### config.mk
export PLATFORM = sky130hd
export DESIGN_NAME = wait_state_gen
export DESIGN_NICKNAME = d
export VERILOG_FILES = /design/src/rtl/hb_bus_pkg.sv /design/src/rtl/wait_state_gen_ws_counter.sv /design/src/rtl/wait_state_gen.sv
export SDC_FILE = /design/constraint.sdc
export NUM_CORES = 1
export LEC_CHECK = 0
export CAP_MARGIN = 20
export CORE_AREA = 2 2 39 41
export DETAILED_ROUTE_END_ITERATION = 10
export DIE_AREA = 0 0 41 43
export DONT_BUFFER_PORTS = 1
export HOLD_SLACK_MARGIN = 0.08
export PLACE_DENSITY = 0.44
export REMOVE_ABC_BUFFERS = 1
export SLEW_MARGIN = 25
export SYNTH_ARGS = -nofsm -noshare
export SYNTH_HDL_FRONTEND = slang
export SYNTH_SLANG_ARGS = --single-unit
### constraint.sdc
create_clock -name CLK -period 1.5 [get_ports CLK]
set_input_delay 0.075 -clock CLK [delete_from_list [all_inputs] [get_ports CLK]]
set_output_delay 0.075 -clock CLK [all_outputs]
set_load 0.02 [all_outputs]
### src/rtl/hb_bus_pkg.sv
// Shared definitions for the 65C02 bus helpers (wait-state generation and
// future slow peripherals such as the VIA and LCD).
package hb_bus_pkg;

  // Wait-state FSM encoding
  localparam logic [1:0] ST_IDLE    = 2'd0;
  localparam logic [1:0] ST_WAIT    = 2'd1;
  localparam logic [1:0] ST_RELEASE = 2'd2;

  // Default stall counts per slow device, in whole CPU cycles
  localparam int ROM_WAIT_DEF  = 1;
  localparam int ACIA_WAIT_DEF = 2;

  // Default stall counter width (holds up to 15 stall cycles)
  localparam int CNT_W_DEF = 4;

  // Larger of two wait counts; used when the decoder asserts both selects
  function automatic int max_wait(input int a, input int b);
    return (a > b) ? a : b;
  endfunction

endpackage

### src/rtl/wait_state_gen_ws_counter.sv
// Loadable, saturating down-counter used to time a stall sequence.
// Load has priority over decrement; decrement stops at zero.
module ws_counter #(
  parameter int W = 4
) (
  input  logic         clk,
  input  logic         rst,
  input  logic         load,
  input  logic         dec,
  input  logic [W-1:0] load_val,
  output logic [W-1:0] count,
  output logic         is_one
);

  logic [W-1:0] count_r;

  // Counter register: load, saturating decrement, or hold
  always_ff @(posedge clk or posedge rst) begin
    if (rst) begin
      count_r <= W'(1'b0);
    end else if (load) begin
      count_r <= load_val;
    end else if (dec && (count_r != W'(1'b0))) begin
      count_r <= count_r - W'(1'b1);
    end else begin
      count_r <= count_r;
    end
  end

  assign count  = count_r;
  assign is_one = (count_r == W'(1'b1));

endmodule

### src/rtl/wait_state_gen.sv
// 65C02 RDY wait-state generator. Stretches each ROM or ACIA access by a
// programmable number of whole CPU cycles by pulling RDY low.
module wait_state_gen
  import hb_bus_pkg::*;
#(
  parameter int ROM_WAIT  = ROM_WAIT_DEF,
  parameter int ACIA_WAIT = ACIA_WAIT_DEF,
  parameter int CNT_W     = CNT_W_DEF
) (
  input  logic CLK,
  input  logic RST,
  input  logic CS_ROM_B,
  input  logic CS_ACIA_B,
  input  logic RWB,
  input  logic WS_EN,
  output logic RDY,
  output logic WS_ACTIVE
);

  localparam logic [CNT_W-1:0] ROM_N  = CNT_W'(ROM_WAIT);
  localparam logic [CNT_W-1:0] ACIA_N = CNT_W'(ACIA_WAIT);
  localparam logic [CNT_W-1:0] MAX_N  = CNT_W'(max_wait(ROM_WAIT, ACIA_WAIT));

  logic [1:0]       state_r;
  logic [1:0]       state_nxt_s;
  logic             sel_rom_s;
  logic             sel_acia_s;
  logic             slow_sel_s;
  logic [CNT_W-1:0] n_s;
  logic [CNT_W-1:0] load_val_s;
  logic             start_s;
  logic             rdy_s;
  logic             load_s;
  logic             dec_s;
  logic [CNT_W-1:0] count_s;
  logic             is_one_s;
  logic             rwb_unused_s;

  // Stalls apply to reads and writes alike, so the direction is not needed
  assign rwb_unused_s = RWB;

  assign sel_rom_s  = ~CS_ROM_B;
  assign sel_acia_s = ~CS_ACIA_B;
  assign slow_sel_s = WS_EN & (sel_rom_s | sel_acia_s);

  // Stall length for the device currently selected; dual select takes the longer
  always_comb begin
    n_s = CNT_W'(1'b0);
    case ({sel_rom_s, sel_acia_s})
      2'b11:   n_s = MAX_N;
      2'b10:   n_s = ROM_N;
      2'b01:   n_s = ACIA_N;
      default: n_s = CNT_W'(1'b0);
    endcase
  end

  assign start_s    = slow_sel_s && (n_s != CNT_W'(1'b0));
  assign load_val_s = n_s - CNT_W'(1'b1);

  // Next-state, RDY and counter control; RDY depends on selects only in IDLE
  always_comb begin
    state_nxt_s = ST_IDLE;
    rdy_s       = 1'b1;
    load_s      = 1'b0;
    dec_s       = 1'b0;
    case (state_r)
      ST_IDLE: begin
        if (start_s) begin
          rdy_s  = 1'b0;
          load_s = 1'b1;
          if (n_s > CNT_W'(1'b1)) begin
            state_nxt_s = ST_WAIT;
          end else begin
            state_nxt_s = ST_RELEASE;
          end
        end else begin
          rdy_s       = 1'b1;
          state_nxt_s = ST_IDLE;
        end
      end
      ST_WAIT: begin
        rdy_s = 1'b0;
        dec_s = 1'b1;
        if (is_one_s) begin
          state_nxt_s = ST_RELEASE;
        end else begin
          state_nxt_s = ST_WAIT;
        end
      end
      ST_RELEASE: begin
        rdy_s       = 1'b1;
        state_nxt_s = ST_IDLE;
      end
      default: begin
        rdy_s       = 1'b1;
        state_nxt_s = ST_IDLE;
      end
    endcase
  end

  // State register; reset returns to IDLE without waiting for a clock
  always_ff @(posedge CLK or posedge RST) begin
    if (RST) begin
      state_r <= ST_IDLE;
    end else begin
      state_r <= state_nxt_s;
    end
  end

  ws_counter #(
    .W(CNT_W)
  ) u_cnt (
    .clk      (CLK),
    .rst      (RST),
    .load     (load_s),
    .dec      (dec_s),
    .load_val (load_val_s),
    .count    (count_s),
    .is_one   (is_one_s)
  );

  // While reset is held the selects may still be low; force RDY high anyway
  assign RDY       = RST | rdy_s;
  assign WS_ACTIVE = (state_r != ST_IDLE);

endmodule

==> impl_metrics.ini <==
[sta]
timing.final.crit_period_ns = 1.45
fin_crit_sh = 0.967
fmax_mhz = 690
rsz0062_at_grt = false
worst_slew_pin_slew_ns = 0.250
fin_tns_setup_ns = 0
relSlewSlack = 0.833
finalSetupViolCount = 0
worst_slack_ns = 0.0502
slew_violations = 0
fin_skew_ns = 0.00258
hold_viol_final = 0

[critical_path]
r2r_slack_ns = 0.05
timing.rr.end = u_cnt.count[0]
crit_arrival_ns = 1.60
r2r_cells = 5
worst_setup_path_end_kind = flip-flop
regToRegStartpoint = u_cnt.count[1]
cp_max_fo = 4
critPathRequiredTime_ns = 1.65
critPathLaunchType = flip-flop
setup.worst_path.class = reg2reg

[layout]
fin_nets = 57
layout.cells.non_filler = 62
antenna_cells = 0
drive_above_1_share = 0.217
area_growth_pct = 19.2

[global_routing]
grt_use_total = 0.107
antenna_found_initial = 0
grt.overflow.total = 0
grt_max_degree = 7
grt_pass1_vias = 317
grt_pass1_wl_um = 1270

[route]
drt-initial-drc-count = 3
drt-met1-wl_um = 352
via_per_inst = 5.13
drt-total-wl_um = 793
ant_nets = 0
maxUsedRoutingLayer = met4
wl_met3_um = 63
wl_per_cell_um = 12.8
vias = 318
drc = 0
first_pass_iters = 4
route.met2.wl_um = 361

[min_path]
hold_path_class = in2reg
worstHoldStart = CS_ROM_B
worstHoldEndpoint = u_cnt.count[0]
min_path_cells = 2

[logic_synthesis]
async_flop_share = 1.00
synth.most_common_cell = dfrtp_1
netlist_top_cells_area = dfrtp_1, ha_1, mux2i_1
synth.avg_cell_area_um2 = 9.60
synth_edf_count = 0
synth.distinct_cells = 21
yosys.area.top_type = dfrtp_1
yosysTopAreaCellShare = 0.391
syn_inst = 40
ys_warn_count = 0
synth_common_cells = dfrtp_1, o21ai_0
ys_seq_area_frac = 0.391
syn-cell-area_um2 = 384
ys.flop_type = dfrtp_1
synth_seq_cells = 6

[clock_network]
cts_made_buffers = 3
clockBufferDepth = 2
clock-root-buffer = clkbuf_4
cts_tree = done
clkTransAtPathRegs_ns = 0.05
cts.sinks = 6
clock_latency_ns = 0.24
htreeDepth = 1

[floorplan]
ios = 8
core_mm2 = 0.00138
start_util = 0.278
die_h_um = 43
die_area_mm2 = 0.00176
rows = 14
die_width_um = 41

[power_and_ir_drop]
p_leak_nw = 0.215
power.density_mw_per_mm2 = 1950
ir_worst_vdd_mv = 0.452

[placement]
dp_cells = 56
post-place-ws_ns = 0.0305
numPortBuffers = 0
hpwlAfterDp_um = 615
finalWeightedCongestion = 0.706

[flow_run]
cap_violations = 0

[outcome]
status = complete, no violations
[how the worst max path moves through the flow]
stage                         from              to  slack [ns]  cells past startpoint
CTS                 u_cnt.count[0]  u_cnt.count[0]        0.02                      5
detailed placement  u_cnt.count[0]  u_cnt.count[0]        0.03                      5
global route        u_cnt.count[0]  u_cnt.count[1]       0.001                      5
finish              u_cnt.count[1]  u_cnt.count[0]        0.05                      5
global placement    u_cnt.count[0]  u_cnt.count[1]        0.08                      5
floorplan           u_cnt.count[0]  u_cnt.count[0]        0.12                      5
[flip-flops by register name (all words and copies together) (netlist names)]
register and count:
state_r 2, u_cnt.count 4
[where the power goes]
part,leakage [nW],internal (mW),switching (mW),total [mW]
Clock,0.0138,0.0905,0.0580,0.148
Sequential,0.0765,0.232,0.0755,0.307
Combinational,0.125,0.216,0.222,0.438
Total,0.215,0.538,0.356,0.894
[cells by family after synthesis]
logic type / after synthesis / synth area share
flops: 6 / 0.391
mux: 3 / 0.0782
simple gates: 17 / 0.277
compound gates: 8 / 0.127
buf+inv: 3 / 0.0293
fa+ha+maj: 3 / 0.0977
[metrics by stage]
step           hold slack [ns]  instance area, um^2  utilization  total power, mW
5_1_grt                 0.0975                  458        0.331            0.972
3_5_place_dp            -0.102                  404        0.292            0.714
4_1_cts                 0.0841                  447        0.323            0.874
3_3_place_gp           -0.0965                  404        0.292            0.692
6_report                0.0866                  458        0.331            0.894
2_1_floorplan           -0.134                  384            -            0.632
[layout by cell type, fill, tap and decap left out, drive strengths merged]
cell type / instances
or2: 1
ha: 3
inv: 3
and2: 2
or3b: 3
nor2: 3
a32o: 1
clkbuf: 3
and2b: 1
mux2i: 3
o21ai: 4
nand2: 1
a21oi: 2
buf: 1
o221ai: 1
dlygate4sd3: 2
nand3: 3
nor3: 1
or3: 1
nor3b: 1
dfrtp: 6
[layer usage]
metal / GRT usage / vias to the layer above
met4: 0.0600 / 0
li1: - / 157
met3: 0.0314 / 4
met5: 0 / -
met1: 0.130 / 147
met2: 0.159 / 10
[worst max-delay path, cell delays in order (launching register included)]
cell and delay, ns:
dfrtp_1 0.39, inv_1 0.11, ha_1 0.15, or3b_4 0.39, and2_4 0.18, o221ai_1 0.16
[timing repair]
item	4_1_cts	5_1_grt
hold endpoints to repair	9	0
gates resized for setup	0	2
endpoints found under the setup margin	0	4
hold buffers	2	0
buffers inserted	0	1
[area by class of cell]
class                      count  area [um^2]
multi-input combinational     31          226
inverter                       3         11.3
fill                         150          926
tap                           16         20.0
clock buffer                   3         22.5
timing repair buffer           3         27.5
sequential                     6          150
No activity file was read; power rests on OpenSTA's default activity.
